File: config.mk
export PLATFORM = sky130hd
export DESIGN_NAME = uart_tx_fifo
export DESIGN_NICKNAME = d
export VERILOG_FILES = /design/src/rtl/uart_pkg.sv /design/src/rtl/uart_sync_fifo.sv /design/src/rtl/uart_tx_fifo.sv
export SDC_FILE = /design/constraint.sdc
export NUM_CORES = 1
export LEC_CHECK = 0
export ABC_CLOCK_PERIOD_IN_PS = 8590
export CORE_MARGIN = 5
export CORE_UTILIZATION = 32
export CTS_CLUSTER_SIZE = 28
export DETAILED_ROUTE_END_ITERATION = 16
export PLACE_DENSITY_LB_ADDON = 0.05
export SYNTH_ARGS = -nofsm -noshare
export SYNTH_HDL_FRONTEND = slang
export SYNTH_HIERARCHICAL = 1
export SYNTH_SLANG_ARGS = --single-unit
File: constraint.sdc
create_clock -name clk -period 8.59 [get_ports clk]
set_clock_uncertainty 0.05 [all_clocks]
set_input_delay 0.859 -clock clk [delete_from_list [all_inputs] [get_ports clk]]
set_output_delay 0.859 -clock clk [all_outputs]
set_load 0.01 [all_outputs]
File: src/rtl/uart_pkg.sv
// Shared UART definitions: frame state encoding, line levels and default
// bit timing, used by both the transmitter and the receiver.
package uart_pkg;

    localparam int UART_DATA_BITS    = 8;
    localparam int UART_CLKS_PER_BIT = 16;

    // Line levels seen on the serial wire
    localparam logic LINE_IDLE  = 1'b1;
    localparam logic LINE_START = 1'b0;
    localparam logic LINE_STOP  = 1'b1;

    typedef enum logic [2:0] {
        IDLE   = 3'd0,
        START  = 3'd1,
        DATA   = 3'd2,
        PARITY = 3'd3,
        STOP   = 3'd4
    } uart_state_e;

    // Parity bit for a data byte: even parity when odd=0, odd parity when odd=1
    function automatic logic parity_bit(input logic [UART_DATA_BITS-1:0] data, input logic odd);
        return (^data) ^ odd;
    endfunction

endpackage

File: src/rtl/uart_sync_fifo.sv
// Single-clock FIFO with extra-MSB pointers. The head entry is presented
// combinationally on pop_data so a pop can consume it on the same edge.
// A push is accepted while full if a pop happens on the same edge.
module uart_sync_fifo #(
    parameter int WIDTH = 8,
    parameter int DEPTH = 4
) (
    input  logic                     clk,
    input  logic                     rst,
    input  logic                     push,
    input  logic [WIDTH-1:0]         push_data,
    input  logic                     pop,
    output logic [WIDTH-1:0]         pop_data,
    output logic                     full,
    output logic                     empty,
    output logic [$clog2(DEPTH):0]   count
);

    localparam int AW = $clog2(DEPTH);

    logic [WIDTH-1:0] mem [DEPTH];
    logic [AW:0]      wptr_reg;
    logic [AW:0]      rptr_reg;
    logic             do_push;
    logic             do_pop;

    assign full     = (wptr_reg[AW] != rptr_reg[AW]) && (wptr_reg[AW-1:0] == rptr_reg[AW-1:0]);
    assign empty    = (wptr_reg == rptr_reg);
    assign count    = wptr_reg - rptr_reg;
    assign do_pop   = pop && !empty;
    assign do_push  = push && (!full || do_pop);
    assign pop_data = mem[rptr_reg[AW-1:0]];

    // Pointer update; wrap is handled by the extra MSB
    always_ff @(posedge clk or posedge rst) begin
        if (rst) begin
            wptr_reg <= '0;
            rptr_reg <= '0;
        end else begin
            if (do_push) wptr_reg <= wptr_reg + 1'b1;
            if (do_pop)  rptr_reg <= rptr_reg + 1'b1;
        end
    end

    // Storage write; contents need no reset because pointers gate every read
    always_ff @(posedge clk) begin
        if (do_push) mem[wptr_reg[AW-1:0]] <= push_data;
    end

endmodule

File: src/rtl/uart_tx_fifo.sv
// Buffered UART transmitter: bytes enter a small FIFO over valid/ready and
// are serialised as start, 8 data bits LSB first, optional parity and one or
// two stop bits. Frames follow each other with no idle gap while data waits.
module uart_tx_fifo
    import uart_pkg::*;
#(
    parameter int CLKS_PER_BIT = UART_CLKS_PER_BIT,
    parameter int FIFO_DEPTH   = 4,
    parameter int PARITY_EN    = 0,
    parameter int PARITY_ODD   = 0,
    parameter int STOP_BITS    = 1
) (
    input  logic                          clk,
    input  logic                          rst,
    input  logic [7:0]                    tx_data,
    input  logic                          tx_valid,
    output logic                          tx_ready,
    output logic                          txd,
    output logic                          tx_busy,
    output logic [$clog2(FIFO_DEPTH):0]   fifo_count
);

    localparam int CW = $clog2(CLKS_PER_BIT);

    localparam logic [2:0] ST_IDLE   = IDLE;
    localparam logic [2:0] ST_START  = START;
    localparam logic [2:0] ST_DATA   = DATA;
    localparam logic [2:0] ST_PARITY = PARITY;
    localparam logic [2:0] ST_STOP   = STOP;

    logic [2:0]                state_reg;
    logic [CW-1:0]             baud_reg;
    logic [2:0]                bit_idx_reg;
    logic [7:0]                shift_reg;
    logic                      parity_reg;
    logic                      stop_idx_reg;
    logic                      txd_reg;
    logic                      ready_en_reg;

    logic [7:0]                head_data;
    logic                      fifo_full;
    logic                      fifo_empty;
    logic                      bit_end;
    logic                      stop_last;
    logic                      pop;
    logic                      push;

    assign bit_end   = (baud_reg == CW'(CLKS_PER_BIT - 1));
    assign stop_last = (STOP_BITS == 1) || stop_idx_reg;
    // Pop when idle, or on the final cycle of the last stop bit so the next
    // start bit follows immediately.
    assign pop       = !fifo_empty &&
                       ((state_reg == ST_IDLE) || ((state_reg == ST_STOP) && bit_end && stop_last));
    // Ready is held low until the first edge after reset; a full FIFO still
    // takes a byte on the edge that frees a slot.
    assign tx_ready  = ready_en_reg && (!fifo_full || pop);
    assign push      = tx_valid && tx_ready;
    assign txd       = txd_reg;
    assign tx_busy   = (state_reg != ST_IDLE) || (fifo_count != '0);

    uart_sync_fifo #(
        .WIDTH (8),
        .DEPTH (FIFO_DEPTH)
    ) u_fifo (
        .clk       (clk),
        .rst       (rst),
        .push      (push),
        .push_data (tx_data),
        .pop       (pop),
        .pop_data  (head_data),
        .full      (fifo_full),
        .empty     (fifo_empty),
        .count     (fifo_count)
    );

    // Frame sequencer: baud counter, bit shifter and registered line level
    always_ff @(posedge clk or posedge rst) begin
        if (rst) begin
            state_reg    <= ST_IDLE;
            baud_reg     <= '0;
            bit_idx_reg  <= '0;
            shift_reg    <= '0;
            parity_reg   <= 1'b0;
            stop_idx_reg <= 1'b0;
            txd_reg      <= LINE_IDLE;
            ready_en_reg <= 1'b0;
        end else begin
            ready_en_reg <= 1'b1;
            case (state_reg)
                ST_IDLE: begin
                    baud_reg <= '0;
                    if (pop) begin
                        state_reg  <= ST_START;
                        shift_reg  <= head_data;
                        parity_reg <= parity_bit(head_data, 1'(PARITY_ODD));
                        txd_reg    <= LINE_START;
                    end
                end
                ST_START: begin
                    if (bit_end) begin
                        baud_reg    <= '0;
                        bit_idx_reg <= '0;
                        state_reg   <= ST_DATA;
                        txd_reg     <= shift_reg[0];
                    end else begin
                        baud_reg <= baud_reg + CW'(1);
                    end
                end
                ST_DATA: begin
                    if (bit_end) begin
                        baud_reg <= '0;
                        if (bit_idx_reg == 3'(UART_DATA_BITS - 1)) begin
                            if (PARITY_EN != 0) begin
                                state_reg <= ST_PARITY;
                                txd_reg   <= parity_reg;
                            end else begin
                                state_reg    <= ST_STOP;
                                stop_idx_reg <= 1'b0;
                                txd_reg      <= LINE_STOP;
                            end
                        end else begin
                            bit_idx_reg <= bit_idx_reg + 3'd1;
                            shift_reg   <= shift_reg >> 1;
                            txd_reg     <= shift_reg[1];
                        end
                    end else begin
                        baud_reg <= baud_reg + CW'(1);
                    end
                end
                ST_PARITY: begin
                    if (bit_end) begin
                        baud_reg     <= '0;
                        state_reg    <= ST_STOP;
                        stop_idx_reg <= 1'b0;
                        txd_reg      <= LINE_STOP;
                    end else begin
                        baud_reg <= baud_reg + CW'(1);
                    end
                end
                ST_STOP: begin
                    if (bit_end) begin
                        baud_reg <= '0;
                        if (stop_last) begin
                            if (pop) begin
                                state_reg  <= ST_START;
                                shift_reg  <= head_data;
                                parity_reg <= parity_bit(head_data, 1'(PARITY_ODD));
                                txd_reg    <= LINE_START;
                            end else begin
                                state_reg <= ST_IDLE;
                                txd_reg   <= LINE_IDLE;
                            end
                        end else begin
                            stop_idx_reg <= 1'b1;
                        end
                    end else begin
                        baud_reg <= baud_reg + CW'(1);
                    end
                end
                default: begin
                    state_reg <= ST_IDLE;
                    baud_reg  <= '0;
                    txd_reg   <= LINE_IDLE;
                end
            endcase
        end
    end

endmodule

======== After elaboration in Yosys (flattened, before gate mapping) ========
Memories as Yosys holds them, arrays and structs flattened.
Index checks and enable logic that the tools add are counted.
cells by class
  bitwise logic cells ..................... 0
  multiply operators ...................... 0
  reduce and logical (&&, ||, !) cells .... 23
  multiplexer cells ....................... 29
  eq/ne operators ......................... 16
  shifts and indexed selects .............. 0
  $lt $le $gt $ge ......................... 0
  divide/modulo/power cells ............... 0
  $add $sub $neg .......................... 5
operators by type and width
  kind                                                             number
  8-bit two-way mux                                                4
  3-bit two-way mux                                                9
  8-bit one-hot mux with 3 select lines                            1
  3-bit one-hot mux with 5 select lines                            1
  2-bit != test, second input constant                             7
  1-bit two-way mux                                                10
  3-bit by 1-bit adder with 3-bit output, second input constant    3
  3-bit nonzero test                                               3
  4-bit two-way mux                                                2
  4-bit AND reduction                                              2
  1-bit logical AND                                                7
  3-bit by 2-bit == test with 1-bit output, second input constant  2
  3-bit == test, second input constant                             2
  3-bit one-hot mux with 2 select lines                            1
  6-bit AND reduction                                              1
  1-bit one-hot mux with 5 select lines                            1
  5-bit AND reduction                                              1
  4-bit by 1-bit adder with 4-bit output, second input constant    1
  4-bit == test, second input constant                             1
  1-bit logical OR                                                 4
  4-bit OR reduction                                               1
  3-bit by 1-bit == test with 1-bit output, second input constant  1
  3-bit == test                                                    1
  3-bit logical NOT                                                1
  other kinds (5)                                                  6
word-level totals
  word-level logic and storage cells ...... 82
  memory bits (read-only) ................. 0
  output and inout bits ................... 6
  memories kept ........................... 1
  input port bits ......................... 11
  bits in writable memories ............... 32
  latch bits .............................. 0
  register bits after elaboration ......... 26
memories
  name        words  width  rd ports  clocked after Yosys merged registers in  write ports  line                  text
  u_fifo.mem  4      8      1         0                                        1            uart_sync_fifo.sv:21  logic [WIDTH-1:0] mem [DEPTH];

======== Depth between registers and ports, before layout ========
Gate-level depths: netlist of run 1.
  depth after elaboration ................. 10
  mapped depth ............................ 11
  mapped depth without buffers ............ 10

======== Hierarchy ========
The synthesis of run 1 kept the hierarchy.
by module, submodules not included
  module          seq. area each (sq um)  times used  cells each  area an instance (sq um)
  uart_sync_fifo  1,111.1                 1           88          1,612.8
  uart_tx_fifo    501.7                   1           108         1,142.3

======== Worst setup path after synthesis of run 1 ========
No wires, ideal clock.
  kind .................................... register to register
  start ................................... register u_fifo.rptr_reg[1]
  end ..................................... memory u_fifo.mem[0][0], enable pin
  path slack .............................. 5,780 ps
  clock period less this slack ............ 2,810 ps
  required time ........................... 8,230 ps
  arrival time ............................ 2,450 ps
  library setup time ...................... 310 ps
  path buffers ............................ 1
  stages on the path, launching flop included .. 11
  cells stage by stage .................... dfrtp_1 > clkbuf_1 > inv_1 > ha_1 > nand2_1 > nor2_1 > a2111o_1 > a21boi_2 > and2_1 > o21a_2 > and2_2
on the way
  word-level cells in the longest chain between the ends .. 9
  elaborated cells on any way between the ends .. 14
  those cells by class .................... eq/ne (2); mux (2); reduce/logical (10)
RTL lines
  what                                     line                  text
  start, declared                          uart_sync_fifo.sv:23  logic [AW:0] rptr_reg;
  start signal, assigned                   uart_sync_fifo.sv:41  if (do_pop) rptr_reg <= rptr_reg + 1'b1;
  3-bit == test                            uart_sync_fifo.sv:28  assign empty = (wptr_reg == rptr_reg);
  named net fifo_empty                     uart_tx_fifo.sv:42    logic fifo_empty;
  1-bit logical NOT                        uart_tx_fifo.sv:52    assign pop = !fifo_empty &&
  1-bit logical AND                        uart_tx_fifo.sv:52
  1-bit logical OR                         uart_tx_fifo.sv:56    assign tx_ready = ready_en_reg && (!fifo_full || pop);
  1-bit logical AND                        uart_tx_fifo.sv:56
  named net tx_ready                       uart_tx_fifo.sv:17    output logic tx_ready,
  1-bit logical AND                        uart_tx_fifo.sv:57    assign push = tx_valid && tx_ready;
  named net push                           uart_tx_fifo.sv:46    logic push;
  1-bit logical AND                        uart_sync_fifo.sv:31  assign do_push = push && (!full || do_pop);
  1-bit two-way mux                        uart_sync_fifo.sv:47  if (do_push) mem[wptr_reg[AW-1:0]] <= push_data;
  1-bit two-way mux (not written as such)  uart_sync_fifo.sv:47
  end, declared                            uart_sync_fifo.sv:21
The timed path passes the listed nets, and every way through them passes these cells.

======== Worst setup path after layout of run 1 ========
  start ................................... register u_fifo.rptr_reg[0]
  end ..................................... output tx_ready
on the way
  word-level cells in the longest chain between the ends .. 5
  elaborated cells on any way between the ends .. 8
  those cells by class .................... eq/ne (2); reduce/logical (6)
RTL lines
  what                  line
  3-bit == test         uart_sync_fifo.sv:28
  named net fifo_empty  uart_tx_fifo.sv:42
  1-bit logical NOT     uart_tx_fifo.sv:52
  1-bit logical AND     uart_tx_fifo.sv:52
  1-bit logical OR      uart_tx_fifo.sv:56
  1-bit logical AND     uart_tx_fifo.sv:56
  end, declared         uart_tx_fifo.sv:17
The timed path passes the listed nets, and every way through them passes these cells.

==> results of run 1 <==
-- how the worst max path moves through the flow --
stage	start	end
after floorplan	u_fifo/rptr_reg[1]$_DFFE_PP0P_	u_fifo/mem[0][0]$_DFFE_PP_
after global placement	u_fifo/rptr_reg[0]$_DFFE_PP0P_	tx_ready
after detailed placement	u_fifo/rptr_reg[0]$_DFFE_PP0P_	tx_ready
after CTS	u_fifo/rptr_reg[0]$_DFFE_PP0P_	tx_ready
after global routing	u_fifo/rptr_reg[0]$_DFFE_PP0P_	tx_ready
final	u_fifo/rptr_reg[0]$_DFFE_PP0P_	tx_ready
-- per-layer routing --
metal	share of wire, %	wire length (um)	global-route usage (%)	up-vias
li1	-	-	-	756
met1	45	2370	13.6	781
met2	49	2580	18.0	26
met3	3.7	193	3.52	8
met4	1.5	79	5.38	0
met5	0	0	0	-
-- metrics by stage --
| stage | utilization, % | power [uW] | setup slack, ns | hold slack, ns |
|---|---|---|---|---|
| global route | 39.0 | 793 | 4.57 | 0.479 |
| detailed placement | 36.3 | 477 | 5.12 | 0.437 |
| floorplan | - | 418 | 5.78 | 0.407 |
| global placement | 36.3 | 473 | 5.14 | 0.425 |
| finish | 39.0 | 754 | 4.81 | 0.438 |
| CTS | 39.0 | 766 | 4.74 | 0.447 |
-- where the power goes --
part	internal [uW]	switching (uW)	leakage (uW)
Combinational	66.5	70.7	0.000554
Clock	165	119	0.000106
Sequential	319	12.7	0.000613
Total	551	203	0.00127
-- layout by cell type (no fill, tap or decap), types with 2 or more instances in the layout --
cell,Yosys,final
mux4_2,8,8
mux2i_1,4,4
nand2b_1,3,3
clkinv_4,0,2
dfrtp_1,25,25
xnor2_1,5,5
edfxtp_1,32,32
and2_2,4,4
ha_1,10,10
clkdlybuf4s50_1,0,16
nand2_1,12,12
inv_1,14,14
nand3b_1,3,3
a21oi_1,7,7
mux2_2,13,13
nor2_1,9,9
nor3_1,4,4
clkbuf_8,0,9
o21ai_0,10,10
clkinvlp_4,0,2
xor2_1,2,2
bufinv_16,0,2
-- logic make-up after synthesis --
logic type | Yosys count
flops | 58
simple gates | 45
compound gates | 27
mux | 27
buf+inv | 20
fa+ha+maj | 11
xor+xnor | 7
other cells | 1
-- final cells by class --
cell class                      count  area [um^2]  area share (%)
Inverter                           14         52.6            1.62
Tap cell                          105          131            4.06
Clock buffer                        9          124            3.83
Timing Repair Buffer               16          160            4.95
Multi-Input combinational cell    118         1060            32.6
Clock inverter                      7          101            3.13
Sequential cell                    58         1610            49.8
-- worst register-to-register path: stages (launching register included) --
cell and delay [ns]:
dfrtp_1 0.74, ha_1 0.39, nand2_1 0.15, nor2_1 0.11, a2111o_1 0.45, a21boi_2 0.17, and2_1 0.17, o21a_2 0.21
and2_2 0.33
==> impl_metrics.env, run 1 <==
export IMPL_cap_violations=0
export IMPL_die_y_um=103
export IMPL_avgSynthCellArea_um2=14.1
export IMPL_final_area_um2=3240
export IMPL_grt_setup_unrepaired="false"
export IMPL_drv_slew=0
export IMPL_antenna_left=0
export IMPL_largest_register_ffs=32
export IMPL_worst_pin_slew_ns=0.808
export IMPL_yosysMostFrequentCell="edfxtp_1"
export IMPL_numCtsBuffers=9
export IMPL_finalCritPeriodShare_pct=44.0
export IMPL_hold_viol=0
export IMPL_rr_worst_depth=8
export IMPL_grt_max_degree=21
export IMPL_port_buffer_count=16
export IMPL_worstHoldPathType="reg -> reg"
export IMPL_routed_via_density=4.80
export IMPL_cts_clk_slew_worst_paths_ns=0.07
export IMPL_run_status="finished, final reports clean"
export IMPL_cts_tree="done"
export IMPL_stdcell_count=327
export IMPL_hp_start="bit_idx_reg[0]$_DFFE_PP0P_"
export IMPL_detail_route_drc_violations=0
export IMPL_ys_top_cells_by_area="edfxtp_1 35%, dfrtp_1 23%, mux4_2 6.5%"
export IMPL_synth_commonest_cells="32 x edfxtp_1, 25 x dfrtp_1, 14 x inv_1"
export IMPL_gr_usage_all_layers_pct=11.1
export IMPL_hold_buffers=0
export IMPL_clk_path_buf_depth=2
export IMPL_dp_cells=311
export IMPL_async_flop_share_pct=44.8
export IMPL_max_vdd_ir_drop_v=0.000105
export IMPL_synth_top_family_by_area="multiplexers"
export IMPL_max_slew_margin_rel_pct=46.0
export IMPL_p_leak_uw=0.00127
export IMPL_wire_per_inst_um=16.0
export IMPL_fp_coreArea_um2=8300
export IMPL_post_cts_resized=0
export IMPL_synth_edff_count=32
export IMPL_cp_depth=6
export IMPL_synth_seq_cells=58
export IMPL_tns_ns=0
export IMPL_synth_simple_area_share_pct=9.58
export IMPL_antenna_found_initial=0
export IMPL_cp_start_kind="register"
export IMPL_diodes=0
export IMPL_setup_viol=0
export IMPL_critPathCaptureType="primary output"
export IMPL_yosys_area_share_adder_pct=5.27
export IMPL_root_buffer="clkbuf_8"
export IMPL_grt_pass1_vias=1655
export IMPL_yosysWarnings=6
export IMPL_gp_congestion=0.802
export IMPL_insertion_delay_ns=0.34
export IMPL_arrival_ns=2.87
export IMPL_synth_yosys_seq_area_share_pct=58.5
export IMPL_synth_compound_area_share_pct=6.86
export IMPL_yosysTopAreaCell="edfxtp_1"
export IMPL_drt_iter0_markers=92
export IMPL_wirelength_mm=5.22
export IMPL_synthMuxAreaShare_pct=14.3
export IMPL_synth_cells=196
export IMPL_rows=33
export IMPL_numClockSinks=58
export IMPL_worst_setup_path_type="reg -> out"
export IMPL_synthFlopType="edfxtp_1"
export IMPL_synth_nets=218
export IMPL_fillCellCount=769
export IMPL_p_per_area_nw_per_um2=233
export IMPL_max_stage_delay_ns=0.74
export IMPL_crit_family="flip-flops"
export IMPL_htree_levels=3
export IMPL_r2r_end="u_fifo/mem[3][1]$_DFFE_PP_"
export IMPL_initial_core_util_pct=33.2
export IMPL_dp_final_hpwl_mm=3.60
export IMPL_post_cts_buffers=0
export IMPL_min_period_ns=3.78
export IMPL_netlist_area_um2=2760
export IMPL_vias=1571
export IMPL_rrSetupSlack_ns=5.51
export IMPL_grt_pass1_wl_mm=8.51
export IMPL_die_width_um=103
export IMPL_die_area_um2=10600
export IMPL_cp_max_fo=11
export IMPL_fmax_mhz=264
export IMPL_crit_buf_inv=1
export IMPL_required_ns=7.68
export IMPL_synth_xor_area_share_pct=2.23
export IMPL_cp_cell_sequence="ha_1 -> nand2_1 -> nor2_1 -> a2111o_1 -> a21boi_2 -> clkdlybuf4s50_1"
export IMPL_nets=239
export IMPL_overflow=0
export IMPL_synth_cell_types=45
export IMPL_placed_cell_area_um2=3010
export IMPL_final_layout_size_suffix_gt1_share_pct=22.5
export IMPL_critPathSlowestCell="dfrtp_1"
export IMPL_r2r_start="u_fifo/rptr_reg[0]$_DFFE_PP0P_"
export IMPL_first_pass_iters=4
export IMPL_hold_end="bit_idx_reg[0]$_DFFE_PP0P_"
export IMPL_netlist_area_leader_share_pct=34.9
export IMPL_ios=17
export IMPL_whs_path_depth=1
export IMPL_area_growth_pct=17.5
No activity file was read; power rests on OpenSTA's default activity.
==> run 2: changes to the inputs <==
--- a/config.mk
+++ b/config.mk
@@ -5,7 +5,7 @@
 export SDC_FILE = /design/constraint.sdc
 export NUM_CORES = 1
 export LEC_CHECK = 0
-export ABC_CLOCK_PERIOD_IN_PS = 8590
+export ABC_CLOCK_PERIOD_IN_PS = 3050
 export CORE_MARGIN = 5
 export CORE_UTILIZATION = 32
 export CTS_CLUSTER_SIZE = 28
==> constraint.sdc (replaced) <==
create_clock -name clk -period 3.05 [get_ports clk]
set_clock_uncertainty 0.05 [all_clocks]
set_input_delay 0.305 -clock clk [delete_from_list [all_inputs] [get_ports clk]]
set_output_delay 0.305 -clock clk [all_outputs]
set_load 0.01 [all_outputs]
==> run 2 against run 1 <==
Against the previous run: worst hold slack got worse by 0.27 ns; largest power group unchanged; die area unchanged; register-to-register slack got worse by 5.2 ns; global-route usage decreased by 0.051 points; sequential share of layout area decreased by 0.57 points; cell count increased by 0.92%; core utilization increased by 0.45 points; wire length decreased by 1.2%; critical path depth increased by 1; non-clock buffer count increased by 3.
==> impl_metrics.env, run 2 (synthesized netlist as in run 1, its figures left out) <==
export IMPL_final_util_pct=39.5
export IMPL_swShare_pct=26.7
export IMPL_first_pass_iters=4
export IMPL_root_buffer="clkbuf_8"
export IMPL_pwr_share_seq_pct=43.7
export IMPL_die_width_um=103
export IMPL_post_cts_buffers=0
export IMPL_critPathCaptureType="primary output"
export IMPL_max_slew_margin_rel_pct=47.1
export IMPL_r2r_end="u_fifo/mem[1][1]$_DFFE_PP_"
export IMPL_wirelength_mm=5.16
export IMPL_gr_usage_all_layers_pct=11.1
export IMPL_gp_congestion=0.756
export IMPL_insertion_delay_ns=0.34
export IMPL_min_period_ns=2.90
export IMPL_area_growth_pct=18.9
export IMPL_initial_core_util_pct=33.2
export IMPL_rrSetupSlack_ns=0.34
export IMPL_dp_final_hpwl_mm=3.84
export IMPL_worst_pin_slew_ns=0.792
export IMPL_wire_per_inst_um=15.6
export IMPL_overflow=0
export IMPL_worst_setup_path_type="reg -> out"
export IMPL_grt_pass1_vias=1752
export IMPL_layout_commonest_cell="edfxtp_1"
export IMPL_setup_viol=0
export IMPL_run_status="finished, final reports clean"
export IMPL_ios=17
export IMPL_multi_input_area_um2=1070
export IMPL_combPwrFrac_pct=19.2
export IMPL_fmax_mhz=345
export IMPL_vias=1578
export IMPL_hold_buffers=0
export IMPL_fillCellCount=753
export IMPL_antenna_left=0
export IMPL_required_ns=2.69
export IMPL_tns_ns=0
export IMPL_cts_clk_slew_worst_paths_ns=0.07
export IMPL_drt_iter0_markers=68
export IMPL_arrival_ns=2.54
export IMPL_pwr_share_clk_pct=37.1
export IMPL_largest_register_ffs=32
export IMPL_hold_viol=0
export IMPL_worstHoldPathType="in -> async"
export IMPL_finalCritPeriodShare_pct=95.0
export IMPL_antenna_found_initial=0
export IMPL_grt_setup_unrepaired="false"
export IMPL_final_cell_mix="32 x edfxtp_1, 25 x dfrtp_1, 16 x clkdlybuf4s50_1, 14 x inv_1, 13 x mux2_2"
export IMPL_clk_path_buf_depth=2
export IMPL_grt_max_degree=21
export IMPL_r2r_start="u_fifo/wptr_reg[0]$_DFFE_PP0P_"
export IMPL_final_layout_size_suffix_gt1_share_pct=24.4
export IMPL_numCtsBuffers=9
export IMPL_detail_route_drc_violations=0
export IMPL_fp_coreArea_um2=8300
export IMPL_rr_worst_depth=9
export IMPL_p_per_area_nw_per_um2=653
export IMPL_diodes=0
export IMPL_p_leak_uw=0.00129
export IMPL_drv_slew=0
export IMPL_htree_levels=3
export IMPL_seqCellArea_um2=1610
export IMPL_rows=33
export IMPL_post_cts_resized=0
export IMPL_die_area_um2=10600
export IMPL_cp_max_fo=4
export IMPL_nets=242
export IMPL_die_y_um=103
export IMPL_internal_power_uw=1570
export IMPL_cts_tree="done"
export IMPL_max_vdd_ir_drop_v=0.000264
export IMPL_cp_start_kind="register"
export IMPL_numClockSinks=58
export IMPL_p_switching_uw=571
export IMPL_cap_violations=0
export IMPL_routed_via_density=4.78
export IMPL_grt_pass1_wl_mm=8.72
export IMPL_port_buffer_count=16
==> run 2: power groups by stage <==
stage | clock [uW] | combinational (uW) | sequential [uW]
3_3_place_gp | 0 | 393 | 948
2_1_floorplan | 0 | 238 | 940
5_1_grt | 856 | 455 | 944
3_5_place_dp | 0 | 398 | 953
6_report | 793 | 411 | 934
4_1_cts | 819 | 401 | 935
==> run 2: worst max path at each step <==
stage                                   startpoint                         end  slack [ns]  cells after the start
global route        u_fifo/wptr_reg[0]$_DFFE_PP0P_                    tx_ready        0.03                      7
finish              u_fifo/wptr_reg[0]$_DFFE_PP0P_                    tx_ready        0.15                      7
CTS                 u_fifo/wptr_reg[0]$_DFFE_PP0P_                    tx_ready        0.06                      7
floorplan           u_fifo/rptr_reg[1]$_DFFE_PP0P_  u_fifo/mem[3][0]$_DFFE_PP_        0.24                     10
global placement    u_fifo/wptr_reg[0]$_DFFE_PP0P_  u_fifo/mem[1][2]$_DFFE_PP_        0.37                      9
detailed placement  u_fifo/wptr_reg[0]$_DFFE_PP0P_  u_fifo/mem[3][3]$_DFFE_PP_        0.30                      9
==> run 2: worst max-delay path: stages (launching register included) <==
cell and delay [ns]:
dfrtp_1 0.41, inv_1 0.19, ha_4 0.25, nand2_2 0.10, nor2_1 0.09, a2111o_1 0.45, a21boi_2 0.17, clkdlybuf4s50_1 0.55
==> run 2: final cells by class <==
class	instances	share of cell area, %
clock buffers	9	3.78
inverters	14	1.60
multi-input cells	118	32.7
repair buffers	19	5.58
flip-flops and latches	58	49.2
well taps	105	4.01
clock inverters	7	3.09
==> run 2: layer usage <==
layer | wire [um] | up-vias | global-route usage, %
li1 | - | 765 | -
met4 | 105 | 0 | 5.68
met5 | 0 | - | 0
met2 | 2460 | 22 | 17.6
met1 | 2450 | 782 | 13.8
met3 | 152 | 9 | 3.25
==> run 2: metrics by stage <==
| step | std cells | hold WS, ns | total power (uW) | area [um^2] | setup slack (ns) |
|---|---|---|---|---|---|
| CTS | 330 | 0.161 | 2160 | 3260 | 0.0552 |
| finish | 330 | 0.169 | 2140 | 3280 | 0.151 |
| floorplan | 196 | 0.0460 | 1180 | 2760 | 0.240 |
| detailed placement | 314 | 0.442 | 1350 | 3040 | 0.301 |
| global route | 330 | 0.203 | 2250 | 3280 | 0.0291 |
| global placement | 314 | 0.422 | 1340 | 3040 | 0.373 |
==> variant (config.mk and constraints of run 2) <==
Set the parameter `PARITY_EN` to 1 (it was 0).
--- a/src/rtl/uart_tx_fifo.sv
+++ b/src/rtl/uart_tx_fifo.sv
@@ -7,5 +7,5 @@
     parameter int CLKS_PER_BIT = UART_CLKS_PER_BIT,
     parameter int FIFO_DEPTH   = 4,
-    parameter int PARITY_EN    = 0,
+    parameter int PARITY_EN    = 1,
     parameter int PARITY_ODD   = 0,
     parameter int STOP_BITS    = 1
Function: no difference found for any inputs over 10 cycles, from zero or initial values and one cycle with rst high; that may be too few to reach the edited logic, so the function may still have changed.
==> variant against run 2 <==
Sequential power grew 2%. Power is 5.6% lower. Synthesized cell count down 2.0%. Sequential share of layout area is 0.92 points higher. Register-to-register slack improved by 0.09 ns. Worst setup slack gained 0.052 ns. Cell count grew 0.30%. First-iteration DRC count down 10%. Wire length down 0.17%. Cell area down 0.31%. Critical path type unchanged. Synthesized area rose by 0.82%. Sequential cell count up 1.
==> variant: results (changes against run 2) <==
NUMCTSBUFFERS=9  # unchanged
WORST-ENDPOINT-ARRIVAL_NS=2.49  # was 2.54 ns
WORSTMARGINPINSLEW_NS=0.838  # was 0.792 ns
FINALWEIGHTEDCONGESTION=0.776  # was 0.756
SYNTH_ASYNC_SR_FLOP_SHARE=0.458  # was 0.448
DP.FINAL_HPWL_MM=3.90  # was 3.84 mm
SYNTH.YOSYS.SEQ_AREA_SHARE=0.590  # was 0.585
CTS.HTREE.LEVELS=3  # unchanged
FINALNETCOUNT=240  # was 242
MAX_FFS_PER_REGISTER=32  # unchanged
WORST_HOLD_PATH_TYPE='in2async'  # unchanged
MAXIMUM_NUMBER_OF_PINS_ON_ONE_NET_BEFORE_GLOBAL_ROUTE_REPAIR=22  # was 21
DRT_ITER0_MARKERS=61  # was 68
POSTCTSSETUPREPAIRBUFS=0  # unchanged
NETLIST-CELL-TYPE-COUNT=44  # was 45
DIODES=0  # unchanged
EDFF_COUNT_SYNTH=32  # unchanged
CTS.REPAIR.RESIZED=0  # unchanged
WIRELENGTH_MM=5.15  # was 5.16 mm
CRIT_PATH_MAX_FANOUT=4  # unchanged
GRT_FIRST_PASS_WIRELENGTH_MM=8.69  # was 8.72 mm
POSTROUTEANTENNANETS=0  # unchanged
GRT_ANTENNA_BEFORE_REPAIR=0  # unchanged
FIRST_GLOBAL_VIAS=1661  # was 1752
GROUTE.USAGE.OVERALL=0.111  # about the same
SYNTH_TOP_CELLS_BY_AREA='sky130_fd_sc_hd__edfxtp_1 35%, sky130_fd_sc_hd__dfrtp_1 23%, sky130_fd_sc_hd__mux4_2 6.5%, sky130_fd_sc_hd__ha_1 4.5%, sky130_fd_sc_hd__xnor2_1 4.4%'  # was sky130_fd_sc_hd__edfxtp_1 35%, sky130_fd_sc_hd__dfrtp_1 23%, sky130_fd_sc_hd__mux4_2 6.5%, sky130_fd_sc_hd__mux2_2 5.3%, sky130_fd_sc_hd__ha_1 4.5%
LEAKAGEPOWER_nW=1.24  # was 1.29 nW
PORTBUFFERS=16  # unchanged
SYNTH.CELLS.MOST_FREQUENT='32 x sky130_fd_sc_hd__edfxtp_1, 26 x sky130_fd_sc_hd__dfrtp_1, 14 x sky130_fd_sc_hd__xnor2_1'  # was 32 x sky130_fd_sc_hd__edfxtp_1, 25 x sky130_fd_sc_hd__dfrtp_1, 14 x sky130_fd_sc_hd__inv_1
FIRSTDRTPASSITERS=4  # unchanged
MAPPEDNETLISTNETS=214  # was 218
CTS.REPORTEDPATHS.CLKPINSLEW_NS=0.07  # about the same
VDD_DROP_MAX_V=0.000386  # was 0.000264 V
OUTCOME='finished, final reports clean'  # unchanged
CLOCK-ROOT-BUFFER='sky130_fd_sc_hd__clkbuf_8'  # unchanged
LAYOUT-DRIVE-GT1-SHARE=0.233  # was 0.244
YOSYS_WARN_COUNT=6  # unchanged
[variant: logic make-up (layout without fill, tap and decap cells)]
family,count (synthesis),count (layout),share of synthesized area
muxes,28,28,0.146
xor gates and xnor gates,15,15,0.0473
and+or+nand+nor,39,39,0.0806
AOI/OAI and AO/OA,22,22,0.0586
other,1,1,0.00135
buffers and inverters,17,48,0.0239
DFF,59,59,0.590
adders and majority gates,11,11,0.0523
[variant: stage by stage]
step	TNS [ns]	setup slack, ns	std cells	cell area (um^2)
after detailed placement	0	0.431	315	3080
after global placement	0	0.504	315	3080
after global routing	-0.00699	-0.00699	331	3270
after floorplan	0	0.227	192	2780
after CTS	0	0.0474	331	3260
final	0	0.203	331	3270
[variant: layout make-up]
cell class	instances	area, um^2
Fill cell	820	5330
Sequential cell	59	1640
Multi-Input combinational cell	116	1080
Timing Repair Buffer	20	190
Tap cell	108	135
Clock buffer	9	124
Clock inverter	7	53.8
Inverter	12	45.0
[variant: routing by layer]
layer,vias to the layer above,wire (um),global-route usage
met5,-,0,0
met4,0,111,0.0458
met3,10,196,0.0386
met2,34,2530,0.171
met1,784,2320,0.142
li1,750,-,-
[variant: final timing paths]
check	startpoint	endpoint	slack [ns]
max in group asynchronous	rst	bit_idx_reg[0]	2.01
min in group clk	shift_reg[4]	shift_reg[4]	0.45
max	u_fifo/wptr_reg[0]	tx_busy	0.20
min	rst	u_fifo/wptr_reg[2]	0.16
max reg2reg	u_fifo/wptr_reg[0]	u_fifo/mem[1][2]	0.43
min reg2reg	shift_reg[4]	shift_reg[4]	0.45
[variant: where the power goes]
group	total (mW)	switching [mW]	internal, mW
clock	0.626	0.327	0.299
combinational	0.443	0.234	0.208
sequential	0.951	0.0377	0.913
[variant: worst max-delay path, stage by stage (launching register included)]
cell                              delay, ns
sky130_fd_sc_hd__dfrtp_1               0.38
sky130_fd_sc_hd__inv_1                 0.11
sky130_fd_sc_hd__ha_1                  0.23
sky130_fd_sc_hd__fa_1                  0.48
sky130_fd_sc_hd__inv_1                 0.07
sky130_fd_sc_hd__nor4_2                0.30
sky130_fd_sc_hd__nand2_1               0.09
sky130_fd_sc_hd__clkdlybuf4s50_1       0.50
